File: config.mk
export PLATFORM = sky130hd
export DESIGN_NAME = polyvec_wr_arbiter
export DESIGN_NICKNAME = d
export VERILOG_FILES = /design/src/rtl/polyvec_wr_arbiter.sv
export SDC_FILE = /design/constraint.sdc
export NUM_CORES = 1
export LEC_CHECK = 0
export ABC_AREA = 1
export BUFFER_PORTS_ARGS = -buffer_cell sky130_fd_sc_hd__buf_2
export CAP_MARGIN = 0
export CORE_UTILIZATION = 25
export DETAILED_ROUTE_END_ITERATION = 8
export GPL_TIMING_DRIVEN = 0
export SYNTH_ARGS = -nofsm -noshare
export SYNTH_HDL_FRONTEND = slang
export SYNTH_SLANG_ARGS = --single-unit
File: constraint.sdc
create_clock -name clk -period 3.35 [get_ports clk]
set_input_delay 0.5025 -clock clk [delete_from_list [all_inputs] [get_ports clk]]
set_output_delay 0.5025 -clock clk [all_outputs]
set_load 0.05 [all_outputs]
File: src/rtl/polyvec_wr_arbiter.sv
// polyvec_wr_arbiter: round-robin arbiter merging two polyvec write-burst requesters onto one BRAM write port.
// Latency: gnt 1 cycle after req; accepted beat appears on bram_* 1 cycle later; burst_done 1 cycle after last write.
// Backpressure: none on beats (the granted requester streams freely); requests are level and wait for the current burst.
//
// Ports:
//   clk, rst                     clock and synchronous active-high reset
//   req0/req1                    burst requests (0 = enc pk path, 1 = dec sk path), held until granted
//   vld0/1, waddr0/1, wdata0/1   write beats from each requester; only the granted one is accepted
//   gnt0/gnt1                    registered one-hot grant
//   bram_we/bram_waddr/wdata     registered shared BRAM write port
//   burst_done, burst_src        completion pulse and index of last completed burst
//   err_seq                      sticky beat-address sequence error
//   err_timeout                  watchdog abort pulse
// Optional feature: define POLYVEC_ARB_WDOG_EN to enable the BUSY idle watchdog.

module polyvec_wr_arbiter #(
    parameter int ADDR_W    = 6,
    parameter int DATA_W    = 128,
    parameter int BURST_LEN = 64,
    parameter int WDOG_CYC  = 255
) (
    input  logic              clk,
    input  logic              rst,
    input  logic              req0,
    input  logic              req1,
    input  logic              vld0,
    input  logic              vld1,
    input  logic [ADDR_W-1:0] waddr0,
    input  logic [ADDR_W-1:0] waddr1,
    input  logic [DATA_W-1:0] wdata0,
    input  logic [DATA_W-1:0] wdata1,
    output logic              gnt0,
    output logic              gnt1,
    output logic              bram_we,
    output logic [ADDR_W-1:0] bram_waddr,
    output logic [DATA_W-1:0] bram_wdata,
    output logic              burst_done,
    output logic              burst_src,
    output logic              err_seq,
    output logic              err_timeout
);

    typedef enum logic [1:0] {
        IDLE = 2'd0,
        BUSY = 2'd1,
        DONE = 2'd2
    } state_t;

    localparam logic [ADDR_W:0] CNT_ONE  = (ADDR_W+1)'(1);
    localparam logic [ADDR_W:0] CNT_LAST = (ADDR_W+1)'(BURST_LEN);

    state_t            state_q, state_d;
    logic              gnt0_d, gnt1_d;
    logic              src_q, src_d;      // requester owning the current burst
    logic              ptr_q, ptr_d;      // last requester granted (round-robin pointer)
    logic [ADDR_W:0]   cnt_q, cnt_d;      // accepted beats in current burst
    logic              bram_we_d;
    logic [ADDR_W-1:0] bram_waddr_d;
    logic [DATA_W-1:0] bram_wdata_d;
    logic              burst_done_d;
    logic              burst_src_d;
    logic              err_seq_d;

    logic              pick;
    logic              beat_vld;
    logic [ADDR_W-1:0] beat_addr;
    logic [DATA_W-1:0] beat_data;
    logic [ADDR_W:0]   cnt_inc;

`ifdef POLYVEC_ARB_WDOG_EN
    localparam int             WDOG_W    = $clog2(WDOG_CYC + 1);
    localparam logic [WDOG_W-1:0] IDLE_ONE  = WDOG_W'(1);
    localparam logic [WDOG_W-1:0] IDLE_LAST = WDOG_W'(WDOG_CYC - 1);

    logic [WDOG_W-1:0] idle_q, idle_d;
    logic              err_timeout_q, err_timeout_d;

    assign err_timeout = err_timeout_q;
`else
    assign err_timeout = 1'b0;
`endif

    // On a tie the requester not granted last wins; otherwise whoever is asking.
    assign pick      = (req0 && req1) ? ~ptr_q : req1;

    // Only the owning requester's beats count; gnt already implies BUSY, the state term is belt and braces.
    assign beat_vld  = (state_q == BUSY) && (src_q ? (gnt1 && vld1) : (gnt0 && vld0));
    assign beat_addr = src_q ? waddr1 : waddr0;
    assign beat_data = src_q ? wdata1 : wdata0;
    assign cnt_inc   = cnt_q + CNT_ONE;

    always_comb begin
        state_d      = state_q;
        gnt0_d       = gnt0;
        gnt1_d       = gnt1;
        src_d        = src_q;
        ptr_d        = ptr_q;
        cnt_d        = cnt_q;
        bram_we_d    = 1'b0;
        bram_waddr_d = bram_waddr;
        bram_wdata_d = bram_wdata;
        burst_done_d = 1'b0;
        burst_src_d  = burst_src;
        err_seq_d    = err_seq;
`ifdef POLYVEC_ARB_WDOG_EN
        idle_d        = idle_q;
        err_timeout_d = 1'b0;
`endif
        case (state_q)
            IDLE: begin
                if (req0 || req1) begin
                    src_d   = pick;
                    gnt0_d  = ~pick;
                    gnt1_d  = pick;
                    cnt_d   = '0;
                    state_d = BUSY;
`ifdef POLYVEC_ARB_WDOG_EN
                    idle_d  = '0;
`endif
                end
            end
            BUSY: begin
                if (beat_vld) begin
                    bram_we_d    = 1'b1;
                    bram_waddr_d = beat_addr;
                    bram_wdata_d = beat_data;
                    cnt_d        = cnt_inc;
                    // Out-of-order beat is still written; only flagged.
                    if (beat_addr != cnt_q[ADDR_W-1:0]) begin
                        err_seq_d = 1'b1;
                    end
                    if (cnt_inc == CNT_LAST) begin
                        gnt0_d  = 1'b0;
                        gnt1_d  = 1'b0;
                        state_d = DONE;
                    end
`ifdef POLYVEC_ARB_WDOG_EN
                    idle_d = '0;
                end else if (idle_q == IDLE_LAST) begin
                    // This idle cycle is the WDOG_CYC-th in a row: abort the burst.
                    err_timeout_d = 1'b1;
                    gnt0_d        = 1'b0;
                    gnt1_d        = 1'b0;
                    ptr_d         = src_q;
                    state_d       = IDLE;
                end else begin
                    idle_d = idle_q + IDLE_ONE;
`endif
                end
            end
            DONE: begin
                burst_done_d = 1'b1;
                burst_src_d  = src_q;
                ptr_d        = src_q;
                state_d      = IDLE;
            end
            default: begin
                state_d = IDLE;
                gnt0_d  = 1'b0;
                gnt1_d  = 1'b0;
            end
        endcase
    end

    always_ff @(posedge clk) begin
        if (rst) begin
            state_q    <= IDLE;
            gnt0       <= 1'b0;
            gnt1       <= 1'b0;
            src_q      <= 1'b0;
            ptr_q      <= 1'b1;
            cnt_q      <= '0;
            bram_we    <= 1'b0;
            bram_waddr <= '0;
            bram_wdata <= '0;
            burst_done <= 1'b0;
            burst_src  <= 1'b0;
            err_seq    <= 1'b0;
`ifdef POLYVEC_ARB_WDOG_EN
            idle_q        <= '0;
            err_timeout_q <= 1'b0;
`endif
        end else begin
            state_q    <= state_d;
            gnt0       <= gnt0_d;
            gnt1       <= gnt1_d;
            src_q      <= src_d;
            ptr_q      <= ptr_d;
            cnt_q      <= cnt_d;
            bram_we    <= bram_we_d;
            bram_waddr <= bram_waddr_d;
            bram_wdata <= bram_wdata_d;
            burst_done <= burst_done_d;
            burst_src  <= burst_src_d;
            err_seq    <= err_seq_d;
`ifdef POLYVEC_ARB_WDOG_EN
            idle_q        <= idle_d;
            err_timeout_q <= err_timeout_d;
`endif
        end
    end

endmodule
* Word level (Yosys, flattened, before mapping)
Cells that the tools add are included.
** Operators by class
- $add $sub $neg :: 1
- Eq/ne operators :: 7
- Multiplexer cells :: 19
- Bitwise gates (word level) :: 4
- Reduce and logical (&&, ||, !) cells :: 14
** Operator list (count)
- 128-bit 2-to-1 mux :: 1
- 7-bit 2-to-1 mux :: 2
- 7-bit one-hot mux with 2 select lines :: 1
- 3-bit AND reduction :: 3
- 1-bit 2-to-1 mux :: 8
- 7-bit by 1-bit adder with 7-bit output (second input constant) :: 1
- 7-bit == test (second input constant) :: 1
- 2-bit 2-to-1 mux :: 3
- 6-bit 2-to-1 mux :: 1
- 6-bit inequality test :: 1
- 1-bit one-hot mux with 3 select lines :: 2
- 1-bit logical AND :: 4
- 2-bit inequality test (second input constant) :: 2
- 1-bit inverter :: 4
- 2-bit one-hot mux with 2 select lines :: 1
- 2-bit AND reduction :: 2
- 4-bit AND reduction :: 1
- 2-bit by 1-bit == test with 1-bit output (second input constant) :: 1
- 2-bit == test (second input constant) :: 1
- 2-bit logical NOT :: 1
- 2-bit by 1-bit inequality test with 1-bit output (second input constant) :: 1
- 2-bit nonzero test :: 1
- 2-bit OR reduction :: 1
- 1-bit logical OR :: 1
** Storage, ports and cells
- Register bits :: 151
- Output and inout port bits :: 141
- Logic and storage cells :: 57

* Logic depth before layout (Yosys ltp)
Gate-level depths: netlist of the first run.
- Word-level depth :: 5
- Mapped depth :: 11
- Gate-level depth less buffers :: 11

* Least setup slack after synthesis of the first run
Ideal clock, no wire load.
- Kind :: flip-flop to flip-flop
- Start point :: reg gnt1
- End point :: reg bram_wdata[79]
- Setup time :: 0.125 ns
- Data arrival time :: 1.469 ns
- Required time :: 3.225 ns
- Setup slack :: 1.755 ns
- Stages on the path, launching flop included :: 8
- Clock period less this slack :: 1.595 ns
- Cell sequence :: dfxtp_1 nand2_1 nand2_1 nand2_1 nor2_4 buf_2 buf_2 a31oi_1
** Between the ends
- Longest elaborated chain between the ends :: 4
** RTL lines
- start: declaration :: line 33 : output logic gnt1,
- start signal: assignment :: line 186 : gnt1 <= gnt1_d;
- 1-bit logical AND :: line 87 : assign beat_vld = (state_q == BUSY) && (src_q ? (gnt1 && vld1) : (gnt0 && vld0));
- 1-bit 2-to-1 mux :: line 87
- 1-bit logical AND :: line 87
- 2-bit AND reduction (no source line)
- end signal: assignment :: line 192 : bram_wdata <= bram_wdata_d;
- end: declaration :: line 36 : output logic [DATA_W-1:0] bram_wdata,
No other way between the ends.
A chain may end at the register's enable or synchronous reset.

* Worst setup path in the final report of the first run
- Start point :: reg src_q
- End point :: reg bram_wdata[65]
** Between the ends
- Longest elaborated chain between the ends :: 3
- Elaborated cells between the ends (all ways) :: 4
- Classes of those cells :: 2 x mux; 2 x reduce/logical
** RTL lines
- start: declaration :: line 54 : logic src_q, src_d;
- start signal: assignment :: line 187 : src_q <= src_d;
- 1-bit 2-to-1 mux :: line 87
- 1-bit logical AND :: line 87
- 2-bit AND reduction (no source line)
Parallel ways exist; a longest one is shown, timed or not.

==> impl_metrics.csv, run 1 <==
group,metric,value,unit
yosys,syn_nets,1151,
place,preCtsSetupSlack,873,ps
critical_path,end_kind,"flop",
cts,cts_tree,"done",
critical_path,cp_slowest_cell,"clkbuf_1",
critical_path,rr_startpoint,"src_q",
sta,worstMarginPinSlew,755,ps
critical_path,r2r-end,"bram_wdata[65]",
power_and_ir_drop,max-vdd-ir-drop,0.306,mV
floorplanning,io_pins,415,
sta,slew_violations,0,
yosys,syn_inst,876,
yosys,synthTopCellsByArea,"dfxtp_1, nand2_1, a31oi_1, o21ai_0, o21ai_1",
global_routing,grt-ovfl-total,0,
finish,syn_to_final_growth,47.9,%
critical_path,critPathMaxFanout,10,
floorplanning,num_rows,58,
sta,hold_viol,0,
critical_path,r2r_cells,5,
sta,tns,0,ps
cts,clock-sinks,151,
cts,htreeDepth,4,
sta,slew_headroom,49.6,%
floorplanning,initial_core_util,25.6,%
sta,fin_ws,1390,ps
cts,cts.clk_slew.worst_paths,70,ps
yosys,synthAdderAreaFrac,0.193,%
critical_path,path_delay_family,"buffers and inverters",
sta,setup_viol,0,
detailed_routing,routedWlPerCell,16.5,µm
yosys,synth_area,6470,µm²
detailed_routing,routed_wl,27.2,mm
critical_path,arrival,2300,ps
place,dpl_cell_area,8950,µm²
global_routing,grt_first_pass_wirelength,40.1,mm
outcome,outcome,"finished, final reports clean",
detailed_routing,route.detailed.drc,0,
place,port_buffers,413,
power_and_ir_drop,p_leak,4.81,nW
yosys,synth-simple-area-share,20.4,%
finish,nNetsFinal,1583,
sta,rsz0062_at_grt,"false",
yosys,yosysUniqueCellTypes,28,
sta,fin_crit,1960,ps
finish,n_antenna_cell,0,
critical_path,max_stage_delay,510,ps
critical_path,start_kind,"flop",
sta,period_share,58.4,%
detailed_routing,viasPerCell,4.76,
floorplanning,dieArea,26500,µm²
cts,clk_latency,410,ps
floorplanning,core_area,25300,µm²
floorplanning,die_x,163,µm
worst_hold_path,min_path_cells,3,
place,gp_congestion,0.853,
yosys,avgSynthCellArea,7.39,µm²
global_routing,grt_max_degree,17,
yosys,post-synth-top-area-cell,"dfxtp_1",
global_routing,grt_usage,19.6,%
critical_path,startpoint,"src_q",
critical_path,cp-endpoint,"bram_wdata[65]",
critical_path,cp.required,3690,ps
cts,cts_setup_buffers,0,
yosys,yosysSeqAreaShare,46.7,%
critical_path,cp.buffers_inverters,3,
cts,cts_root_buffer,"clkbuf_16",
critical_path,ff2ff_setup_slack,1390,ps
flow_run,cap_viol_max_count,0,
floorplanning,die_h,163,µm
yosys,yosys.area_share.xor_xnor,0.541,%
yosys,synth_compound_area_share,24.8,%
yosys,synth_mux_area_share,0.309,%
yosys,ys_ff_latch,151,
power_and_ir_drop,power,4.94,mW
detailed_routing,ant_nets,0,
finish,drive_above_1_share,37.0,%
sta,skew,7.44,ps
yosys,synth_top_family_by_area,"compound AO/OA/AOI/OAI gates",
cts,hold_buffers,0,
yosys,synth_warnings,0,
cts,ctsResizeCount,0,
detailed_routing,drtIter0Drc,589,
place,dp_hpwl,20.8,mm
cts,clk_path_buf_depth,2,
cts,cts_buffers,17,
detailed_routing,first_pass_iters,5,
critical_path,crit_cells,5,
sta,fmax,511,MHz
global_routing,grt_pass1_vias,7506,
yosys,synthArstFlopShare,0,%
critical_path,setup.worst_path.class,"flop to flop",
finish,fillers,2687,
global_routing,antenna_found_initial,1,
finish,stdcell_area,9570,µm²
yosys,yosysTopAreaCellShare,46.7,%
power_and_ir_drop,cellPowerDensity,516,nW/µm²
worst_hold_path,holdCritPathClass,"input port to flop",
critical_path,cp_cell_sequence,"buf_4 -> buf_2 -> clkbuf_1 -> nand2_1 -> a31oi_1",
worst_hold_path,hold_path_startpoint,"wdata0[17]",
detailed_routing,vias,7854,
yosys,ys.flop_type,"dfxtp_1",
yosys,synth_edf_count,0,
cell type report:
cell class                 count  area (µm²)  area share, %
inverter                      18        67.6          0.706
tap                          330         413           4.31
clock buffer                  19         443           4.63
timing repair buffer         413        2070           21.6
multi-input combinational    631        3000           31.3
sequential                   151        3020           31.6
clock inverter                12         175           1.83
buffer                        76         382           3.99
tightest hold or removal path, delay by kind of cell:
kind,cells,cell delay [ps]
buf+inv,1,90
compound gates,1,70
simple gates,1,50
power by group:
group / total [mW] / switching [mW] / internal [mW]
Sequential: 1.93 / 0.0486 / 1.89
Clock: 2.06 / 0.798 / 1.27
Combinational: 0.941 / 0.651 / 0.290
state kept, by name, summed over array words and instances, names as in the netlist, 2 cells and up:
name        flops
bram_wdata    128
bram_waddr      6
state_q         2
cnt_q           7
cell usage in the layout (no fill, tap or decap), drive strengths merged:
cell    synthesis  layout
buf            38     451
nand2         310     310
dfxtp         151     151
o21ai         133     133
a31oi         129     129
clkbuf         38      57
inv            18      19
nor2           15      15
nand3          11      11
a21oi          11      11
clkinv          0       7
xor2            4       4
bufinv          0       4
o211a           3       3
nand4           3       3
o32ai           3       3
o21bai          2       2
mux2i           2       2
or2             1       1
nor3            1       1
nor4            1       1
ha              1       1
conb            1       1
logic make-up after synthesis:
family	after synthesis
buffers and inverters	94
flip-flops	151
multiplexers	2
other	1
XOR/XNOR	4
AO/OA/AOI/OAI	281
AND/OR/NAND/NOR	342
adder cells (fa/ha/maj)	1
how the worst min path moves through the flow:
| stage | endpoint |
|---|---|
| after CTS | bram_wdata[80] |
| after global routing | bram_wdata[17] |
| after floorplan | ptr_q |
| after global placement | ptr_q |
| final | bram_wdata[17] |
| after detailed placement | ptr_q |
routing by layer:
layer  track usage [%]  wire length [µm]  up-vias
met2              33.4             13000      341
met5                 0                13        -
li1                  -                 -     3882
met3              5.07              2060       43
met4              7.60               710        2
met1              23.5             11400     3586
metrics by stage:
| step | hold slack (ps) | utilization (%) | cells |
|---|---|---|---|
| floorplan | 429 | - | 876 |
| global placement | 447 | 35.4 | 1619 |
| detailed placement | 444 | 35.4 | 1619 |
| CTS | 322 | 37.9 | 1650 |
| global route | 332 | 37.9 | 1650 |
| finish | 347 | 37.9 | 1650 |
Yosys cell counts, types with 2 or more instances:
master / n
o21ai_0: 81
xor2_1: 4
nor2_1: 13
nand4_1: 3
o211a_1: 3
a31oi_1: 129
inv_2: 3
o21ai_1: 52
a21oi_1: 11
clkbuf_1: 38
nand3_1: 11
mux2i_1: 2
inv_1: 15
nand2_1: 310
o21bai_1: 2
buf_4: 2
o32ai_1: 2
dfxtp_1: 151
buf_6: 7
buf_2: 29
Power figures use the tool's default switching activity.
==> run 2: changes to the inputs <==
Settings changed: ABC_AREA 1 to 0.
Clock period 3.35 ns to 1.9 ns, I/O delays scaled along.
==> run 2 against run 1 <==
  * The run now ends with DRC left
  * Largest cell class is now multi-input combinational cells
  * Die area increased by 3.5%
  * Setup slack got worse by 1300 ps
  * Flip-flop and latch count unchanged
  * Critical endpoint is now bram_wdata[8]
==> impl_metrics.csv, run 2 <==
group,metric,value,unit
place,preCtsSetupSlack,-377,ps
finish,multi_input_area,3380,µm²
place,dp_hpwl,19.5,mm
finish,largest_reg_flops,128,
detailed_routing,route.detailed.drc,50,
finish,stdcell_area,9870,µm²
yosys,yosysMostFrequentCell,"dfxtp_1",
yosys,ys_ff_latch,151,
floorplanning,dieArea,27400,µm²
yosys,yosysTopAreaCellShare,45.1,%
critical_path,end_kind,"flop",
sta,worstMarginPinSlew,766,ps
detailed_routing,ant_nets,0,
yosys,synth_edf_count,0,
critical_path,max_stage_delay,370,ps
cts,clk_path_buf_depth,2,
finish,drive_above_1_share,44.0,%
global_routing,grt_first_pass_wirelength,37.7,mm
cts,clk_latency,420,ps
power_and_ir_drop,max-vdd-ir-drop,0.463,mV
place,port_buffers,412,
finish,biggestRegsByFlops,"bram_wdata x128, cnt_q x7, bram_waddr x6",
cts,cts.clk_slew.worst_paths,70,ps
finish,fin_util,37.7,%
detailed_routing,first_pass_iters,6,
cts,htreeDepth,4,
finish,nNetsFinal,1413,
floorplanning,die_h,166,µm
floorplanning,num_rows,59,
yosys,post-synth-top-area-cell,"dfxtp_1",
sta,fmax,558,MHz
sta,skew,10.2,ps
finish,n_antenna_cell,0,
finish,layout_commonest_cell,"buf_2",
cts,cts_root_buffer,"clkbuf_16",
power_and_ir_drop,p_leak,4.32,nW
yosys,ys.flop_type,"dfxtp_1",
yosys,synthTopCellsByArea,"dfxtp_1, mux2i_1, a211oi_1, nor2_1, buf_2",
finish,syn_to_final_growth,47.4,%
cts,cts_tree,"done",
global_routing,grt_usage,17.7,%
detailed_routing,vias,6809,
finish,seq_area,3030,µm²
critical_path,crit_top_cell,"buf_4",
place,dpl.cell_count,1452,
critical_path,critPathMaxFanout,10,
sta,period_share,94.3,%
global_routing,antenna_found_initial,0,
global_routing,busiest_layer,"met2",
sta,slew_violations,0,
detailed_routing,routedWlPerCell,16.7,µm
sta,hold_viol,0,
yosys,synth_common_cells,"dfxtp_1, nor2_1, a211oi_1, mux2i_1, buf_2",
outcome,violations,"DRC",
power_and_ir_drop,cellPowerDensity,815,nW/µm²
sta,setup_viol,0,
yosys,syn_inst,705,
yosys,avgSynthCellArea,9.50,µm²
critical_path,setup.worst_path.class,"flop to flop",
yosys,synthArstFlopShare,0,%
floorplanning,io_pins,415,
finish,most-common-layout-cells,"buf_2, dfxtp_1, nor2_1",
global_routing,met2_usage,32.1,%
yosys,yosysSeqAreaShare,45.1,%
sta,slew_headroom,48.9,%
finish,finalNonFillerCells,1486,
sta,tns,0,ps
global_routing,grt_pass1_vias,6799,
yosys,syn_nets,980,
finish,fillers,2693,
place,dpl_cell_area,9180,µm²
sta,rsz0062_at_grt,"false",
global_routing,grt_max_degree,17,
place,gp_congestion,0.831,
global_routing,grtUsageMet1,20.7,%
critical_path,arrival,2060,ps
sta,fin_ws,107,ps
cts,clock-sinks,151,
finish,regMostFlops,"bram_wdata",
worst_hold_path,holdCritPathClass,"input port to flop",
detailed_routing,viasPerCell,4.58,
yosys,synth_warnings,0,
critical_path,cp_slowest_cell,"mux2i_1",
detailed_routing,drtIter0Drc,354,
floorplanning,core_area,26200,µm²
yosys,synth_area,6700,µm²
floorplanning,die_x,166,µm
flow_run,cap_viol_max_count,0,
yosys,yosysUniqueCellTypes,39,
critical_path,cp_cell_sequence,"buf_4 -> buf_4 -> buf_4 -> mux2i_1 -> a211oi_1",
global_routing,use_met3,4.23,%
sta,fin_crit,1790,ps
floorplanning,initial_core_util,25.6,%
critical_path,start_kind,"flop",
cts,cts_buffers,17,
detailed_routing,routed_wl,24.8,mm
critical_path,cp.required,2170,ps
global_routing,grt-ovfl-total,0,
outcome,outcome,"complete, but fails checks",
## run 2: changes by cell type after synthesis, sizes merged, moves of 127 or more
cell    change
a31oi     -127
a211oi    +138
nand2     -300
o21ai     -128
nor2      +129
mux2i     +132
## run 2: report_power, final
part           switching, mW  internal [mW]  leakage, nW  total [mW]
Sequential            0.0576           3.27         1.22        3.33
Combinational          0.913          0.552         2.82        1.46
Clock                   1.47           1.78        0.273        3.25
## run 2: repair_timing
action	4_1_cts	5_1_grt
setup buffers	2	0
setup endpoints to repair	140	134
gates resized for setup	11	37
gates cloned	0	0
hold buffers	0	0
## run 2: layout make-up
class                      instances  share of cell area, %
clock buffer                      19                   4.59
multi-input combinational        484                   34.3
clock inverter                    13                   1.12
buffer                            69                   3.90
timing repair buffer             414                   21.2
sequential                       151                   30.7
tap                              335                   4.25
inverter                           1                 0.0380
## run 2: path summary, 6_finish.rpt
path	startpoint	end	slack (ps)	cells after the start
hold / removal	wdata0[95]	bram_wdata[95]	200	3
hold reg to reg	burst_src	burst_src	460	2
setup / recovery	src_q	bram_wdata[8]	110	5
setup reg to reg	src_q	bram_wdata[8]	110	5
## run 2: metal layers
| metal | wire length (µm) | part of all wire, % | vias up |
|---|---|---|---|
| li1 | - | - | 3422 |
| met1 | 10500 | 42 | 3101 |
| met2 | 12600 | 51 | 268 |
| met3 | 1370 | 5.5 | 18 |
| met4 | 344 | 1.4 | 0 |
| met5 | 0 | 0 | - |
## run 2: through the flow
stage               hold slack, ps  power [mW]
floorplan                      429        4.28
global placement               445        4.85
detailed placement             450        4.86
CTS                            184        8.15
global route                   189        8.39
finish                         205        8.04
## run 2: logic make-up (layout without fill, tap and decap cells)
| logic type | count (synthesis) | in the layout | synth area share, % |
|---|---|---|---|
| flops | 151 | 151 | 45.1 |
| other cells | 1 | 1 | 0.0560 |
| buf+inv | 70 | 516 | 4.78 |
| mux | 134 | 134 | 20.0 |
| xor+xnor | 6 | 6 | 0.785 |
| fa+ha+maj | 1 | 1 | 0.187 |
| simple gates | 179 | 179 | 11.1 |
| compound gates | 163 | 163 | 17.9 |
## run 2: worst max-delay path, delay by kind of cell (launching register included)
| family | cells | cell delay (ps) |
|---|---|---|
| compound gates | 1 | 120 |
| buf+inv | 3 | 800 |
| flops | 1 | 350 |
| mux | 1 | 370 |
==> run 3: changes to the inputs <==
Settings changed: CORE_AREA set to 2 2 162 164, CORE_UTILIZATION 25 to unset, DIE_AREA set to 0 0 164 166, PLACE_DENSITY set to 0.61.
==> run 3 against run 2 <==
  * The run now ends clean
  * Total power grew 1.1%
  * Sequential power barely moved
  * Register-to-register slack gained 20 ps
==> impl_metrics.csv, run 3 (same netlist as run 2, synthesis figures left out) <==
group,metric,value,unit
outcome,outcome,"finished, final reports clean",
floorplanning,dieArea,27200,µm²
finish,biggestRegsByFlops,"bram_wdata x128, cnt_q x7, bram_waddr x6",
critical_path,critPathMaxFanout,7,
sta,worstMarginPinSlew,850,ps
cts,cts_tree,"done",
cts,clk_path_buf_depth,2,
global_routing,grt_pass1_vias,6540,
finish,seq_area,3030,µm²
power_and_ir_drop,seq_power_share,40.9,%
power_and_ir_drop,p_sw,2.43,mW
flow_run,cap_viol_max_count,0,
power_and_ir_drop,clkPwrFrac,41.2,%
finish,regMostFlops,"bram_wdata",
detailed_routing,vias,6868,
floorplanning,initial_core_util,26.1,%
sta,skew,9.17,ps
sta,hold_viol,0,
power_and_ir_drop,max-vdd-ir-drop,0.480,mV
place,dpl_cell_area,9180,µm²
finish,syn_to_final_growth,47.6,%
cts,cts_root_buffer,"clkbuf_16",
critical_path,crit_cells,5,
critical_path,cp_cell_sequence,"buf_2 -> nand3_1 -> or4_1 -> a31oi_4 -> a2111oi_0",
detailed_routing,routedWlPerCell,16.6,µm
place,gp_congestion,0.857,
detailed_routing,routed_wl,24.7,mm
floorplanning,core_area,25600,µm²
critical_path,arrival,2040,ps
worst_hold_path,min_path_cells,3,
cts,clk_latency,410,ps
finish,largest_reg_flops,128,
finish,drive_above_1_share,44.1,%
floorplanning,num_rows,59,
power_and_ir_drop,power,8.13,mW
cts,cts.clk_slew.worst_paths,70,ps
critical_path,max_stage_delay,560,ps
floorplanning,die_h,166,µm
sta,setup_viol,0,
detailed_routing,ant_nets,0,
finish,layout_commonest_cell,"buf_2",
sta,slew_violations,0,
sta,period_share,93.2,%
critical_path,cp_slowest_cell,"or4_1",
power_and_ir_drop,cellPowerDensity,823,nW/µm²
sta,slew_headroom,43.3,%
power_and_ir_drop,p_leak,4.34,nW
critical_path,cp.buffers_inverters,1,
global_routing,grt-ovfl-total,0,
global_routing,grt_first_pass_wirelength,36.3,mm
cts,cts_buffers,17,
sta,fmax,565,MHz
finish,fillers,2639,
cts,hold_buffers,0,
finish,multi_input_area,3390,µm²
detailed_routing,first_pass_iters,5,
floorplanning,die_x,164,µm
critical_path,start_kind,"flop",
critical_path,end_kind,"flop",
place,dp_hpwl,19.5,mm
power_and_ir_drop,p_int,5.70,mW
critical_path,r2r_cells,5,
power_and_ir_drop,p_sw_share,29.9,%
critical_path,ff2ff_setup_slack,130,ps
cts,clock-sinks,151,
floorplanning,io_pins,415,
detailed_routing,drtIter0Drc,321,
finish,n_antenna_cell,0,
critical_path,path_delay_family,"simple AND/OR/NAND/NOR gates",
place,port_buffers,412,
detailed_routing,route.detailed.drc,0,
finish,most-common-layout-cells,"buf_2, dfxtp_1, nor2_1",
finish,nNetsFinal,1415,
global_routing,grt_usage,17.3,%
critical_path,cp.required,2170,ps
detailed_routing,viasPerCell,4.62,
cts,htreeDepth,4,
worst_hold_path,holdCritPathClass,"input port to flop",
sta,fin_crit,1770,ps
global_routing,grt_max_degree,17,
critical_path,setup.worst_path.class,"flop to flop",
global_routing,antenna_found_initial,0,
finish,stdcell_area,9880,µm²
sta,whs,210,ps
power_and_ir_drop,p_comb_share,17.9,%
[run 3: cell count changes in the layout (fill, tap and decap cells not counted), moves of 2 or more]
cell | previous run | this run
inv_6 | 5 | 3
buf_2 | 435 | 440
inv_8 | 1 | 3
buf_6 | 2 | 0
[run 3: layout make-up]
type / instances / share of cell area (%)
Inverter: 1 / 0.0380
Timing Repair Buffer: 417 / 21.2
Clock buffer: 19 / 4.48
Tap cell: 335 / 4.24
Buffer: 68 / 3.70
Sequential cell: 151 / 30.6
Clock inverter: 13 / 1.38
Multi-Input combinational cell: 484 / 34.3
[run 3: through the flow]
step	std cells	setup TNS, ps	setup WS [ps]	util (%)
after global routing	1488	-8.45	-6.74	38.6
after CTS	1487	0	29.5	38.3
after global placement	1452	-49710	-461	35.8
final	1488	0	129	38.6
after floorplan	705	0	192	-
after detailed placement	1452	-53420	-498	35.8
[run 3: metal layers]
metal	GRT usage, %	vias up	routed length, µm
met3	2.97	17	1380
met2	30.7	253	12400
li1	-	3436	-
met5	0	-	0
met4	3.97	0	272
met1	21.6	3162	10700
[run 3: worst reg2reg max path, cell delays in order, from the launching register on]
cell and delay [ps]:
dfxtp_1 340, buf_2 190, nand3_1 180, or4_1 560, a31oi_4 250, a2111oi_0 120
[run 3: repair_timing]
action | 4_1_cts | 5_1_grt
setup buffers | 3 | 2
setup endpoints to repair | 142 | 138
gates resized for setup | 10 | 25
[run 3: power by group through the flow]
stage	Sequential (mW)	Clock (mW)	Combinational, mW
2_1_floorplan	3.75	0	0.535
3_3_place_gp	3.40	0	1.44
3_5_place_dp	3.40	0	1.46
4_1_cts	3.33	3.45	1.47
5_1_grt	3.34	3.58	1.57
6_report	3.33	3.35	1.46
[run 3: path summary, 6_finish.rpt]
| kind | startpoint | endpoint |
|---|---|---|
| worst max-delay path | cnt_q[0] | state_q[0] |
| worst min-delay path | wdata0[73] | bram_wdata[73] |
| worst max register to register | cnt_q[0] | state_q[0] |
| worst min register to register | burst_src | burst_src |
